File: config.mk
export PLATFORM = sky130hd
export DESIGN_NAME = enoc_switch_allocator
export DESIGN_NICKNAME = d
export VERILOG_FILES = /design/src/rtl/enoc_switch_allocator.sv
export SDC_FILE = /design/constraint.sdc
export NUM_CORES = 1
export LEC_CHECK = 0
export BUFFER_PORTS_ARGS = -buffer_cell sky130_fd_sc_hd__buf_2
export CORE_AREA = 2 2 169 171
export DETAILED_ROUTE_END_ITERATION = 10
export DIE_AREA = 0 0 171 173
export GPL_TIMING_DRIVEN = 0
export PLACE_DENSITY_LB_ADDON = 0.25
export REMOVE_ABC_BUFFERS = 1
export SLEW_MARGIN = 10
export SYNTH_ARGS = -nofsm -noshare
export SYNTH_HDL_FRONTEND = slang
export SYNTH_SLANG_ARGS = --single-unit
File: constraint.sdc
create_clock -name clk -period 6.6 [get_ports clk]
set_clock_uncertainty 0.1 [all_clocks]
set_input_delay 0.99 -clock clk [delete_from_list [all_inputs] [get_ports clk]]
set_output_delay 0.99 -clock clk [all_outputs]
set_load 0.005 [all_outputs]
File: src/rtl/enoc_switch_allocator.sv
// Switch allocator for an ENoC router: one round-robin arbiter per output port, with wormhole
// locking that keeps an output bound to one input from a packet's head flit through its tail flit.
module enoc_switch_allocator #(
  parameter int unsigned PORTS = 7,
  localparam int unsigned SW = (PORTS > 1) ? $clog2(PORTS) : 1
) (
  input  logic                             clk,
  input  logic                             reset_n,
  input  logic [0:PORTS-1][0:PORTS-1]      i_output_req,
  input  logic [0:PORTS-1]                 i_tail,
  input  logic [0:PORTS-1]                 i_en,
  output logic [0:PORTS-1][0:PORTS-1]      o_grant,
  output logic [0:PORTS-1]                 o_output_val,
  output logic [0:PORTS-1][SW-1:0]         o_sel
);

  typedef enum logic {StIdle, StLocked} mode_e;

  mode_e            mode_q  [PORTS];
  mode_e            mode_d  [PORTS];
  logic [SW-1:0]    owner_q [PORTS];
  logic [SW-1:0]    owner_d [PORTS];
  logic [SW-1:0]    ptr_q   [PORTS];
  logic [SW-1:0]    ptr_d   [PORTS];

  logic [PORTS-1:0]            req_col [PORTS];
  logic [0:PORTS-1][0:PORTS-1] grant;
  logic [0:PORTS-1]            val;
  logic [0:PORTS-1][SW-1:0]    sel;
  logic [SW:0]                 pick    [PORTS];

  // Returns {found, index} of the first set bit at or after ptr, wrapping at PORTS-1 -> 0.
  function automatic logic [SW:0] rr_pick(input logic [PORTS-1:0] col, input logic [SW-1:0] ptr);
    logic [SW:0] res;
    int unsigned idx;
    res = '0;
    for (int unsigned k = 0; k < PORTS; k++) begin
      idx = int'(ptr) + k;
      if (idx >= PORTS) idx = idx - PORTS;
      if (!res[SW] && col[idx]) res = {1'b1, idx[SW-1:0]};
    end
    return res;
  endfunction

  always_comb begin
    for (int o = 0; o < PORTS; o++) begin
      req_col[o] = '0;
      for (int i = 0; i < PORTS; i++) req_col[o][i] = i_output_req[i][o];
    end
  end

  always_comb begin
    grant = '0;
    val   = '0;
    sel   = '0;
    for (int o = 0; o < PORTS; o++) begin
      mode_d[o]  = mode_q[o];
      owner_d[o] = owner_q[o];
      ptr_d[o]   = ptr_q[o];
      pick[o]    = rr_pick(req_col[o], ptr_q[o]);
      if (mode_q[o] == StLocked) begin
        // Only the owner may use a locked output; bubbles and backpressure hold the lock.
        sel[o] = owner_q[o];
        if (i_en[o] && i_output_req[owner_q[o]][o]) begin
          grant[owner_q[o]][o] = 1'b1;
          val[o]               = 1'b1;
          if (i_tail[owner_q[o]]) mode_d[o] = StIdle;
        end
      end else if (i_en[o] && pick[o][SW]) begin
        grant[pick[o][SW-1:0]][o] = 1'b1;
        val[o]                    = 1'b1;
        sel[o]                    = pick[o][SW-1:0];
        ptr_d[o] = (pick[o][SW-1:0] == SW'(PORTS - 1)) ? '0 : pick[o][SW-1:0] + SW'(1);
        if (!i_tail[pick[o][SW-1:0]]) begin
          mode_d[o]  = StLocked;
          owner_d[o] = pick[o][SW-1:0];
        end
      end
    end
  end

  always_ff @(posedge clk or negedge reset_n) begin
    if (!reset_n) begin
      for (int o = 0; o < PORTS; o++) begin
        mode_q[o]  <= StIdle;
        owner_q[o] <= '0;
        ptr_q[o]   <= '0;
      end
    end else begin
      for (int o = 0; o < PORTS; o++) begin
        mode_q[o]  <= mode_d[o];
        owner_q[o] <= owner_d[o];
        ptr_q[o]   <= ptr_d[o];
      end
    end
  end

  // Outputs are forced quiet while reset is held, even if requests are present.
  assign o_grant      = reset_n ? grant : '0;
  assign o_output_val = reset_n ? val   : '0;
  assign o_sel        = reset_n ? sel   : '0;

endmodule

=== Yosys cells after proc, flatten, opt, wreduce, memory -nomap -nowiden ===
Cells that the tools add are included.

* Register bits: 49
* Bits of input ports: 65
* Output and inout bits: 77
* Word-level logic and storage cells: 806

* $add $sub $neg: 98
* Order comparisons: 126
* Equal/unequal tests: 7
* Muxes and demuxes: 388
* Bitwise logic cells: 40
* Reductions and logical operators: 126

{| class="wikitable"
|+ Operator list
! operator !! number
|-
| $lt A32 B4 Y1 const B || 49
|-
| $mux W32 || 49
|-
| $mux W49 || 22
|-
| $or A49 B49 Y49 || 12
|-
| $demux W7 S3 || 14
|-
| $mux W4 || 53
|-
| $sub A4 B3 Y5 const B || 42
|-
| $bmux W1 S3 || 63
|-
| $ge A4 B3 Y1 const B || 42
|-
| $bmux W7 S3 || 7
|-
| $mux W1 || 137
|-
| $add A3 B3 Y4 const B || 21
|-
| $mux W3 || 25
|-
| $logic_and A1 B1 Y1 || 70
|-
| $add A3 B2 Y4 const B || 14
|-
| $ge A4 B4 Y1 const B || 14
|-
| $lt A4 B1 Y1 const B || 14
|-
| $not A3 Y4 || 14
|-
| $logic_not A1 Y1 || 42
|-
| $mux W7 || 5
|-
| $add A3 B1 Y4 const B || 7
|-
| $sub A3 B3 Y4 const B || 7
|-
| $mux W6 || 4
|-
| $add A3 B1 Y3 const B || 7
|-
| other kinds (8) || 51
|}

=== Logic depth before layout (Yosys ltp) ===
* Depth in word-level cells: 49
* Mapped depth: 19
* Gate-level depth less buffers: 16

=== Least setup slack after synthesis ===
OpenSTA, ideal clock, no wires.

* Path type: register to output
* Start point: register ptr_q[11] (netlist name)
* End point: output o_grant[24] (netlist name)
* Arrival: 3887 ps
* Required time: 5510 ps
* Setup slack: 1623 ps
* Stages on the path, launching flop included: 17
* Path buffers: 3
* Cells stage by stage: dfrtp_1 > buf_2 > buf_2 > inv_1 > ha_1 > buf_4 > a21o_1 > mux2i_1 > mux2_4 > a221oi_4 > o211ai_2 > a211oi_4 > a22oi_2 > a22oi_4 > or2b_1 > o22ai_1 > and2_1

{| class="wikitable"
|+ RTL lines
! element !! RTL line !! text
|-
| start: declaration || 23 || <nowiki>logic [SW-1:0] ptr_q [PORTS];</nowiki>
|-
| start signal: indexed assignment || 93 || <nowiki>ptr_q[o] <= ptr_d[o];</nowiki>
|-
| end: declaration || 12 || <nowiki>output logic [0:PORTS-1][0:PORTS-1] o_grant,</nowiki>
|}

==> metrics <==
syn avg cell area 7.264 um^2; WL met3 4948 um; most common cell after layout, fill and taps aside nor2_1; simple-gate portion of the synthesized area 26.10%; # IOs 142; crit end category output port; total track usage 35.20%; yosys warns 0; Worst EP arrival 5.27 ns; CTS tree yes; Inserted Clock Buffers 5; Core Area 27,630 um^2; first-pass detailed-route iteration total 6; met2 routed WL 24,700 um; Die W 171 um; H-tree depth 2; Final Max Tran Viols 0; Layout area overhead 2.712%; most frequent cells in the layout nor2_1 (176), nand2_1 (174), a21oi_1 (150); Reg clk slew, reported paths 0.06 ns; hold path startpoint mode_q[0]; vias after detailed routing 19,440; final net count 2,532; Synth Area in Compound Gates 36.37%; FMAX 157.3 MHz; Multi-input gate area 15,000 um^2; Hold Path Depth 1; Final Hold Vio Count 0; met1 wire length 23,660 um; Post-Synth Adder-Cell Area 6.506%; worst min path class reg -> reg; reg2reg start ptr_q[1]; slew at the pin closest to its max-slew limit 0.7909 ns; CP cell instances inv_1 -> ha_2 -> a21bo_2 -> a2111oi_1 -> o32ai_1 -> o21ai_1 -> nand3_1 -> a2111oi_1 -> a221o_1 -> and2_1 -> a22oi_1 -> nor2_1 -> buf_2; DRC Markers 0; synth unique cells 135; CP Class reg -> out; Fillers 2,520; fin area 18,050 um^2; I/O Buffers 141; CP dominant cell by count a2111oi_1; pin count of the biggest net entering global routing 61; RSZ-0062 raised after global routing false; run status finished, final reports clean; Worst Path Max Fanout 28; uppermost routed layer met4; Worst slew margin 47.14%; Largest delay share family, worst path compound AO/OA/AOI/OAI gates; setup ws final 0.2411 ns; Post-CTS Hold Fix Bufs 0; combinational family with the most area after synthesis compound AO/OA/AOI/OAI gates; storage element area 1252 um^2; pre-CTS setup slack -0.8569 ns; Antenna Cells 0; Crit path required time 5.51 ns; asr flop ratio synth 100.0%; Post-synth EDFFs 0; post-layout min period 6.359 ns; first-pass GRT wire length 88,190 um; CP Launch Point ptr_q[1]; die height 173 um; initial antenna violation count 0; WL/cell 19.96 um; post-CTS setup buffer count 0; via density per instance 7.056; R2R cell count 13; CTS root buf clkbuf_16; CTS resizes 14; Clk Latency, worst-skew pair 0.31 ns; Post-Syn Instances 2,420; Max Cap Viol 0; ys flop type dfrtp_1; placed cell area 17,820 um^2; sequential area share after synthesis 6.976%; Routed Antenna Nets 0; endpoints failing setup 0; Reg2Reg Capture Point owner_q[0]; fraction of layout cells with a size suffix above 1 15.36%; dpl hpwl 39,930 um; DR iter-0 viols 2,231; Crit path buffers/inverters 2; Post-Synth XOR/XNOR Area 1.886%; Final Cycle Share 96.35%; Reg2Reg Setup Slack 0.97 ns; vias in the first global route 17,670; Slowest cell on crit path a2111oi_1; Synth Cell Area 17,580 um^2; Initial Util 63.62%; Critical Path Max Stage Delay 0.81 ns; clock sinks 49; final wirelength 54,980 um; Core Util, Final 65.35%; hold worst-path end mode_q[0]; clock buffer depth 2; Cell Rows 61; Startpoint Class flop; die area 29,580 um^2; mux share of post-synthesis cell area 14.13%; worst hold margin 0.5081 ns; #FFs+latches synth 49; Remaining Overflow, GRT 0; RePlAce Congestion 1.023
-- synth_stat cells (56+ instances only) --
cell type / count / area share, %
buf_2: 56 / 1.6
mux2i_1: 142 / 8.1
inv_1: 112 / 2.4
o21ai_0: 148 / 4.2
nor2_1: 177 / 3.8
nand3_1: 73 / 2.1
ha_1: 89 / 6.3
a21oi_1: 150 / 4.3
clkbuf_1: 101 / 2.2
nor2b_1: 70 / 2.5
nand2b_1: 69 / 2.5
nand2_1: 174 / 3.7
-- cell families after synthesis --
group | after synthesis
AOI/OAI and AO/OA | 872
and+or+nand+nor | 861
buffers and inverters | 311
muxes | 205
adders and majority gates | 91
DFF | 49
xor gates and xnor gates | 31
-- per-layer routing --
layer,vias to the layer above,GRT usage [%]
met1,9206,49.87
li1,9028,-
met3,170,4.189
met4,0,12.36
met2,1035,54.96
met5,-,0
-- metrics by stage --
| step | setup TNS, ns | std cells |
|---|---|---|
| 6_report | 0 | 2755 |
| 5_1_grt | 0 | 2755 |
| 4_1_cts | 0 | 2755 |
| 3_5_place_dp | -14.46 | 2748 |
| 3_3_place_gp | -12.45 | 2747 |
| 2_1_floorplan | 0 | 2228 |
-- sequential cells by signal (all words and copies together) (netlist names) --
register,cells
mode_q,7
ptr_q,21
owner_q,21
-- worst max-delay path by stage --
stage | slack, ns | endpoint | cells past startpoint
floorplan | 0.78 | o_grant[33] | 13
global placement | -0.74 | o_grant[33] | 14
detailed placement | -0.86 | o_grant[33] | 14
CTS | 0.01 | o_grant[4] | 15
global route | 0.001 | o_grant[6] | 14
finish | 0.24 | o_grant[21] | 13
-- cell type report --
class	count	area share, %
timing repair buffer	142	4.033
sequential	49	6.937
inverter	119	2.502
multi-input combinational	2060	83.10
tap	378	2.620
clock buffer	6	0.7692
clock inverter	1	0.04158
Power is not shown: default switching activity piles up to over one toggle a cycle in this logic, so the estimate is an artifact.
